$ cat config.mk
export PLATFORM = sky130hd
export DESIGN_NAME = ro_bus_receiver_flat
export DESIGN_NICKNAME = d
export VERILOG_FILES = /design/src/rtl/ro_bus_receiver_pkg.sv /design/src/rtl/ro_bus_receiver_if.sv /design/src/rtl/ro_bus_receiver_evt_fifo.sv /design/src/rtl/ro_bus_receiver.sv /design/src/flat_wrapper.sv
export SDC_FILE = /design/constraint.sdc
export NUM_CORES = 1
export LEC_CHECK = 0
export ABC_AREA = 1
export CORE_UTILIZATION = 50
export CTS_CLUSTER_DIAMETER = 40
export CTS_CLUSTER_SIZE = 30
export DETAILED_ROUTE_END_ITERATION = 10
export MAX_ROUTING_LAYER = met4
export PLACE_DENSITY_LB_ADDON = 0.2
export SYNTH_ARGS = -nofsm -noshare
export SYNTH_HDL_FRONTEND = slang
export SYNTH_HIERARCHICAL = 1
export SYNTH_SLANG_ARGS = --single-unit
$ cat constraint.sdc
create_clock -name clk_master -period 2.5 [get_ports clk_master]
set_input_delay 0.75 -clock clk_master [delete_from_list [all_inputs] [get_ports clk_master]]
set_output_delay 0.75 -clock clk_master [all_outputs]
set_load 0.01 [all_outputs]
$ cat src/rtl/ro_bus_receiver_pkg.sv
// Shared constants, event word type and slot-decode helper for the readout-bus receiver.
package ro_pkg;

  localparam int N_CH = 19;
  localparam int CH_W = 5;

  typedef struct packed {
    logic [CH_W-1:0] chan;
    logic            eve;
    logic            pol;
  } ro_evt_t;

  // Lowest set bit of c; an all-zero count belongs to the MSB channel, which toggles on wrap.
  function automatic int lsb_index(input logic [31:0] c, input int n_ch);
    int idx;
    idx = n_ch - 1;
    for (int i = 31; i >= 0; i--) begin
      if (c[i]) idx = i;
    end
    return idx;
  endfunction

endpackage

$ cat src/rtl/ro_bus_receiver_if.sv
// Readout bus lines plus the channel-tagged event stream handshake.
interface ro_bus_receiver_if #(
  parameter int CH_W = ro_pkg::CH_W
);
  logic            bus_eve;
  logic            bus_pol;
  logic            evt_valid;
  logic            evt_ready;
  logic [CH_W-1:0] evt_chan;
  logic            evt_eve;
  logic            evt_pol;
  logic            frame_start;
  logic            overflow;

  modport master (
    input  bus_eve, bus_pol, evt_ready,
    output evt_valid, evt_chan, evt_eve, evt_pol, frame_start, overflow
  );

  modport slave (
    output bus_eve, bus_pol, evt_ready,
    input  evt_valid, evt_chan, evt_eve, evt_pol, frame_start, overflow
  );
endinterface

$ cat src/rtl/ro_bus_receiver_evt_fifo.sv
// Small synchronous event FIFO; a push into a full FIFO succeeds only when a pop frees a slot on the same edge.
module ro_evt_fifo #(
  parameter int WIDTH = 7,
  parameter int DEPTH = 4
) (
  input  logic             clk,
  input  logic             reset,
  input  logic             push,
  input  logic             pop,
  input  logic [WIDTH-1:0] din,
  output logic [WIDTH-1:0] dout,
  output logic             full,
  output logic             empty
);
  localparam int AW = $clog2(DEPTH);

  logic [WIDTH-1:0] mem_q [DEPTH];
  logic [WIDTH-1:0] mem_d [DEPTH];
  logic [AW:0]      wr_q, wr_d, rd_q, rd_d;
  logic [AW:0]      level;
  logic             wr_en, rd_en;

  always_comb begin
    level = wr_q - rd_q;
    empty = (level == '0);
    full  = level[AW];
    rd_en = pop & ~empty;
    wr_en = push & (~full | rd_en);
    mem_d = mem_q;
    wr_d  = wr_q;
    rd_d  = rd_q;
    if (wr_en) begin
      mem_d[wr_q[AW-1:0]] = din;
      wr_d = wr_q + 1'b1;
    end
    if (rd_en) rd_d = rd_q + 1'b1;
  end

  assign dout = mem_q[rd_q[AW-1:0]];

  always_ff @(posedge clk) begin
    if (reset) begin
      for (int i = 0; i < DEPTH; i++) mem_q[i] <= '0;
      wr_q <= '0;
      rd_q <= '0;
    end else begin
      mem_q <= mem_d;
      wr_q  <= wr_d;
      rd_q  <= rd_d;
    end
  end
endmodule

$ cat src/rtl/ro_bus_receiver.sv
// Far-end receiver for the time-multiplexed readout bus: rebuilds the slot schedule from a local
// counter, samples both bus lines every slot and queues channel-tagged events.
module ro_bus_receiver
  import ro_pkg::*;
#(
  parameter int N_CH       = ro_pkg::N_CH,
  parameter int CH_W       = ro_pkg::CH_W,
  parameter int FIFO_DEPTH = 4,
  parameter bit EMIT_IDLE  = 1'b0
) (
  input logic         clk_master,
  input logic         reset,
  ro_bus_receiver_if.master bus
);
  localparam int DW = CH_W + 2;

  logic [N_CH-1:0] cnt_q, cnt_d;
  logic            primed_q, primed_d;
  logic [CH_W-1:0] smp_chan_q, smp_chan_d;
  logic            smp_eve_q, smp_eve_d;
  logic            smp_pol_q, smp_pol_d;
  logic            smp_vld_q, smp_vld_d;
  logic            overflow_q, overflow_d;
  logic            frame_start_q, frame_start_d;
  logic            push, pop, full, empty;
  logic [DW-1:0]   fifo_dout;

  always_comb begin
    cnt_d         = cnt_q + 1'b1;
    primed_d      = 1'b1;
    // The slot being closed is the one owned by the count we are leaving.
    smp_vld_d     = primed_q;
    smp_chan_d    = CH_W'(lsb_index(32'(cnt_q), N_CH));
    smp_eve_d     = bus.bus_eve;
    smp_pol_d     = bus.bus_pol;
    frame_start_d = &cnt_q;
    push          = smp_vld_q & (EMIT_IDLE | smp_eve_q | smp_pol_q);
    pop           = ~empty & bus.evt_ready;
    overflow_d    = overflow_q | (push & full & ~pop);
  end

  always_ff @(posedge clk_master) begin
    if (reset) begin
      cnt_q         <= '0;
      primed_q      <= 1'b0;
      smp_chan_q    <= '0;
      smp_eve_q     <= 1'b0;
      smp_pol_q     <= 1'b0;
      smp_vld_q     <= 1'b0;
      overflow_q    <= 1'b0;
      frame_start_q <= 1'b0;
    end else begin
      cnt_q         <= cnt_d;
      primed_q      <= primed_d;
      smp_chan_q    <= smp_chan_d;
      smp_eve_q     <= smp_eve_d;
      smp_pol_q     <= smp_pol_d;
      smp_vld_q     <= smp_vld_d;
      overflow_q    <= overflow_d;
      frame_start_q <= frame_start_d;
    end
  end

  ro_evt_fifo #(
    .WIDTH(DW),
    .DEPTH(FIFO_DEPTH)
  ) u_fifo (
    .clk  (clk_master),
    .reset(reset),
    .push (push),
    .pop  (pop),
    .din  ({smp_chan_q, smp_eve_q, smp_pol_q}),
    .dout (fifo_dout),
    .full (full),
    .empty(empty)
  );

  assign bus.evt_valid                          = ~empty;
  assign {bus.evt_chan, bus.evt_eve, bus.evt_pol} = fifo_dout;
  assign bus.frame_start                        = frame_start_q;
  assign bus.overflow                           = overflow_q;
endmodule

$ cat src/flat_wrapper.sv
// flat-port wrapper written by rule: the top's interface ports become plain ports
module ro_bus_receiver_flat import ro_pkg::*;
#(
  parameter int N_CH       = ro_pkg::N_CH,
  parameter int CH_W       = ro_pkg::CH_W,
  parameter int FIFO_DEPTH = 4,
  parameter bit EMIT_IDLE  = 1'b0
)
  (clk_master, reset, bus_bus_eve, bus_bus_pol, bus_evt_ready, bus_evt_valid, bus_evt_chan, bus_evt_eve, bus_evt_pol, bus_frame_start, bus_overflow);
  ro_bus_receiver_if #(.CH_W(CH_W)) bus_i ();
  input logic clk_master;
  input logic reset;
  input wire logic [$bits(bus_i.bus_eve)-1:0] bus_bus_eve;
  input wire logic [$bits(bus_i.bus_pol)-1:0] bus_bus_pol;
  input wire logic [$bits(bus_i.evt_ready)-1:0] bus_evt_ready;
  output wire logic [$bits(bus_i.evt_valid)-1:0] bus_evt_valid;
  output wire logic [$bits(bus_i.evt_chan)-1:0] bus_evt_chan;
  output wire logic [$bits(bus_i.evt_eve)-1:0] bus_evt_eve;
  output wire logic [$bits(bus_i.evt_pol)-1:0] bus_evt_pol;
  output wire logic [$bits(bus_i.frame_start)-1:0] bus_frame_start;
  output wire logic [$bits(bus_i.overflow)-1:0] bus_overflow;
  assign bus_i.bus_eve = bus_bus_eve;
  assign bus_i.bus_pol = bus_bus_pol;
  assign bus_i.evt_ready = bus_evt_ready;
  assign bus_evt_valid = bus_i.evt_valid;
  assign bus_evt_chan = bus_i.evt_chan;
  assign bus_evt_eve = bus_i.evt_eve;
  assign bus_evt_pol = bus_i.evt_pol;
  assign bus_frame_start = bus_i.frame_start;
  assign bus_overflow = bus_i.overflow;
  ro_bus_receiver #(.N_CH(N_CH), .CH_W(CH_W), .FIFO_DEPTH(FIFO_DEPTH), .EMIT_IDLE(EMIT_IDLE)) u_core (.clk_master(clk_master), .reset(reset), .bus(bus_i));
endmodule
After elaboration in Yosys (flattened, before gate mapping)
Index checks and enable logic that the tools add are counted.
Cells by class
  add/sub/neg operators: 4
  order comparisons: 3
  mux-type cells: 24
  bitwise operators: 14
  reduce and logical (&&, ||, !) cells: 8
Operator list (number)
  4-bit two-way mux: 8
  28-bit bitwise mux: 1
  7-bit two-way mux: 3
  19-bit by 1-bit adder with 19-bit output, second input constant: 1
  19-bit AND reduction: 1
  17-bit OR reduction: 1
  7-bit binary-select mux with 2-bit select: 1
  7-bit demux with 2-bit select: 1
  3-bit two-way mux: 4
  9-bit OR reduction: 1
  2-bit two-way mux: 4
  3-bit by 1-bit adder with 3-bit output, second input constant: 2
  1-bit AND: 6
  3-bit greater-or-equal comparator, second input constant: 2
  2-bit NOT with 3-bit output: 2
  5-bit OR reduction: 1
  3-bit zero test: 1
  3-bit by 1-bit < comparator with 1-bit output, second input constant: 1
  1-bit NOT: 3
  1-bit OR: 3
  3-bit OR reduction: 1
  3-bit subtractor: 1
  1-bit two-way mux: 2
  2-bit OR reduction: 1
  1-bit logical AND: 1
Word-level totals
  flip-flop bits (word level): 64
  bits of input ports: 5
  output and inout port bits: 10
  logic and storage cells: 71

Logic depth before layout (Yosys ltp)
  depth after elaboration: 17
  gate-level depth with buffers: 17
  depth with buffers taken out: 17

Cells and area by module
The synthesis kept the hierarchy.
Modules (own cells, without submodules)
  ro_evt_fifo: instances 1, cells an instance 322, area each 1985.7 µm², sequential area each 680.7 µm²
  ro_bus_receiver: instances 1, cells an instance 173, area each 1306.3 µm², sequential area each 600.6 µm²

Worst setup path after synthesis
OpenSTA, ideal clock, no wires.
  path type: reg-to-reg
  start: register u_core.u_fifo.wr_q[0]
  end: register u_core.u_fifo.wr_q[1]
  setup time: 0.116 ns
  data arrival time: 2.130 ns
  data required time: 2.384 ns
  setup slack: 0.254 ns
  stages on the path, launching flop included: 17
  buffers on the path: 1
  period minus slack after synthesis: 2.246 ns
  cells stage by stage: dfxtp_1 inv_1 ha_1 fa_1 inv_1 nand3_1 nand3_1 inv_1 inv_1 nand2_1 inv_1 inv_1 nand3_2 buf_6 nand2_2 o21ai_0 nor2_1
Between the ends
  longest elaborated chain between the ends: 7
  elaborated cells on any way between the ends: 9
  those cells by class: 2 x add/sub; 6 x bitwise; 1 x reduce/logical
Ends and longest elaborated chain
  start, declared: line ro_bus_receiver_evt_fifo.sv:19  | logic [AW:0] wr_q, wr_d, rd_q, rd_d;
  start signal, assigned: line ro_bus_receiver_evt_fifo.sv:48  | wr_q <= wr_d;
  3-bit subtractor: line ro_bus_receiver_evt_fifo.sv:24  | level = wr_q - rd_q;
  3-bit zero test: line ro_bus_receiver_evt_fifo.sv:25  | empty = (level == '0);
  via u_core.empty: line ro_bus_receiver.sv:25  | logic push, pop, full, empty;
  1-bit NOT
  via bus_evt_valid: line flat_wrapper.sv:16  | output wire logic [$bits(bus_i.evt_valid)-1:0] bus_evt_valid;
  1-bit AND: line ro_bus_receiver.sv:38  | pop = ~empty & bus.evt_ready;
  via u_core.pop: line ro_bus_receiver.sv:25
  1-bit AND: line ro_bus_receiver_evt_fifo.sv:27  | rd_en = pop & ~empty;
  1-bit OR: line ro_bus_receiver_evt_fifo.sv:28  | wr_en = push & (~full | rd_en);
  1-bit AND: line ro_bus_receiver_evt_fifo.sv:28
The timed path passes the listed nets, and every way through them passes these cells.
A chain may end at the register's enable or synchronous reset.

Worst setup path in the final report
  start: register u_core.u_fifo.wr_q[0]
  end: output port bus_evt_valid
Between the ends
  longest elaborated chain between the ends: 3
Ends and longest elaborated chain
  3-bit subtractor: line ro_bus_receiver_evt_fifo.sv:24
  3-bit zero test: line ro_bus_receiver_evt_fifo.sv:25
  via u_core.empty: line ro_bus_receiver.sv:25
  1-bit NOT: line ro_bus_receiver.sv:78  | assign bus.evt_valid = ~empty;
  end, declared: line flat_wrapper.sv:16
The timed path passes the listed nets, and every way through them passes these cells.

==> summary.txt <==
Yosys
  – Synthesis Warnings: 6
  – Register area share after synthesis: 0.389
  – Syn Inst Count: about 500
  – Unique cell type count in the Yosys netlist: 29
  – #FFs+latches synth: 64
  – Synthesized area per cell: 6.65 um2
  – Post-Syn Nets: 508
  – Post-Syn Area: 3290 um2

Critical path
  – Most used cell, CP: inv_2
  – Critical Path Fanout Max: 2
  – Critical Path Max Stage Delay: 0.56 ns
  – WP data arrival: 1.78 ns
  – Critical Path End Type: output port
  – Required time of the critical path: 1.75 ns
  – Setup crit start kind: flop
  – Ordered cell list for the critical path: inv_2, ha_4, fa_2, nand2_2, inv_2, nand3_2, inv_2, inv_2, buf_6
  – Slowest library cell on the worst path: fa_2
  – Crit path kind: flop to output port

Power
  – PD cells: 681 nW/um2
  – Lkg Pwr: 0.00178 uW
  – VDD IR max: about 0.0006 V

CTS
  – Hold-fix buffers, CTS: 0
  – CTS max path bufs: 2
  – Clock latency at the later pin of the worst-skew pair: 0.34 ns
  – Num CTS Buffers: 9
  – Clock Pin Slew Worst Setup and Hold Paths: 0.07 ns
  – CTS tree: done
  – # clock sinks: 64
  – H-tree Lvls: 3
  – Clock root cell: clkbuf_8

Detailed routing
  – DRT Pass-1 Iters: 4
  – Initial detailed-routing violation count: 166
  – Routed vias/inst: 4.96
  – Vias post-DR: 3025
  – DRC viols: 0
  – Wirelength per Cell: 12.0 um
  – Routed Antenna Nets: 0
  – Final WL: 7340 um

Placement
  – Hpwl dp: 5170 um
  – RD Place Congestion: 0.891
  – PortBufs: 14
  – Placed standard-cell area: around 3600 um2

STA
  – Final Critical Period: ~2.5 ns
  – Setup Skew: 0.00718 ns
  – Final setup viols: 1
  – Max Slew Vio Count: 0
  – Final Hold Viols: 0
  – Tcrit/Tclk final: 1.01
  – Slew HR: 0.533
  – Fmax: between 0.3 and 0.4 GHz
  – Final worst setup slack: -0.0324 ns
  – RSZ-0062 raised after global routing: true
  – Least-Margin Pin Slew: 0.700 ns

Finish
  – Nets: about 540
  – Area Growth Syn to Fin: 19.6%
  – Final Util: 0.620
  – Filler cells: 598
  – Most common cell after layout, fill and taps aside: nand2_1
  – Ant. Diodes: 0
  – Most frequent cells in the layout: nand2_1, inv_1, dfxtp_1, nor2_1, a21oi_1
  – Post-route cell area: 3940 um2
  – Share of cells above drive strength 1: 0.161

Floorplanning
  – Starting Density: 0.518
  – Die Y: 83.1 um
  – Die area: 6910 um2
  – Row Count: 29
  – Core area: 6350 um2
  – Ports: 15
  – Die W: 83.1 um

GRT
  – Initial antenna violation count: 0
  – First-pass GRT wire length: approximately 12000 um
  – GRT overflow: 0
  – Pin count of the biggest net entering global routing: 22
  – Vias in the first global route: between 2000 and 3000
  – Gr usage total: 0.231

Flow run
  – Max-Cap Viols: 0

Status
  – Failing checks: negative setup slack
  – Outcome: finished with violations

Min path
  – Min-Delay Path Class: flop to flop
report_power, final:
group / leakage [uW] / total (uW) / internal [uW] / switching, uW
Sequential: 0.000520 / 1080 / 1060 / 21.7
Combinational: 0.00117 / 724 / 313 / 411
Clock: 0.0000993 / 878 / 486 / 392
Total: 0.00178 / 2680 / 1860 / 825
cells by family (layout without fill, tap and decap cells):
group                    count (synthesis)  in the layout  share of synthesized area
XOR/XNOR                                 2              2                    0.00532
flip-flops                              64             64                      0.389
AO/OA/AOI/OAI                           62             62                     0.0965
adder cells (fa/ha/maj)                  8              8                     0.0327
AND/OR/NAND/NOR                        235            235                      0.331
buffers and inverters                  124            162                      0.145
cell usage after synthesis:
cell type,count,area (um2)
nor3_4,1,16.3
xor2_1,2,17.5
buf_6,1,11.3
a31oi_1,2,12.5
buf_1,4,15.0
inv_2,1,3.75
nand2_1,107,402
nor2_4,2,22.5
nor4b_2,1,15.0
a21oi_1,36,180
o21a_1,1,7.51
clkbuf_1,11,41.3
nor3b_1,1,7.51
nor2_1,54,203
ha_1,7,87.6
nor4_1,3,18.8
dfxtp_1,64,1280
nor3_1,6,30.0
fa_1,1,20.0
nor2_2,3,18.8
nand3_1,18,90.1
a21boi_0,1,7.51
buf_2,4,20.0
nand2_2,5,31.3
inv_1,103,387
nand3_2,2,20.0
o21ai_0,22,110
nand4_1,31,194
nand4_4,1,21.3
per-stage QoR:
step | power (uW) | setup TNS, ns | cells | hold WS [ns] | setup WS (ns)
global placement | 1710 | -0.0809 | 585 | 0.391 | -0.0809
detailed placement | 1730 | -0.136 | 585 | 0.400 | -0.136
CTS | 2630 | -0.0705 | 609 | 0.410 | -0.0705
global route | 2830 | -0.125 | 610 | 0.425 | -0.118
finish | 2680 | -0.0324 | 610 | 0.407 | -0.0324
floorplan | 1470 | 0 | 495 | 0.388 | 0.254
routing by layer:
metal	routed length [um]	vias up	global-route usage
met5	0	-	-
met4	132	0	0.0752
met3	322	10	0.0686
met2	3680	49	0.411
met1	3200	1356	0.245
li1	-	1610	-
final cells by class:
type | count | area [um2] | area share
clock buffers | 11 | 141 | 0.0359
repair buffers | 41 | 349 | 0.0887
multi-input cells | 307 | 1610 | 0.408
clock inverters | 5 | 56.3 | 0.0143
flip-flops and latches | 64 | 1290 | 0.327
well taps | 77 | 96.3 | 0.0245
repair inverters | 1 | 7.51 | 0.00191
inverters | 104 | 394 | 0.100
sequential cells by signal, summed over array words and instances, names as in the netlist:
name                    count
u_core/cnt_q               19
u_core/u_fifo/rd_q          3
u_core/u_fifo/mem_q        28
u_core/smp_eve_q            1
u_core/smp_pol_q            1
u_core/smp_chan_q           5
u_core/primed_q             1
u_core/bus.frame_start      1
u_core/bus.overflow         1
u_core/smp_vld_q            1
u_core/u_fifo/wr_q          3
critical path, delay by kind of cell, from the launching register on:
kind          cells  cell delay, ns
fa+ha+maj         2            0.71
flops             1            0.33
buf+inv           5            0.28
simple gates      2            0.12
worst paths after layout:
path / startpoint / end / slack, ns / depth (start not counted)
worst max-delay path: u_core/u_fifo/wr_q[0] / bus_evt_valid / -0.03 / 9
worst min-delay path: u_core/primed_q / u_core/smp_vld_q / 0.41 / 2
worst max register to register: u_core/u_fifo/wr_q[0] / u_core/u_fifo/mem_q[20] / 0.20 / 16
worst min register to register: u_core/primed_q / u_core/smp_vld_q / 0.41 / 2
what timing repair did:
action | in CTS | in global routing
pin swaps | 1 | 3
setup buffers | 7 | 1
gates resized for setup | 30 | 27
endpoints found under the setup margin | 8 | 34
gates cloned | 1 | 0
No activity file was read; power rests on OpenSTA's default activity.
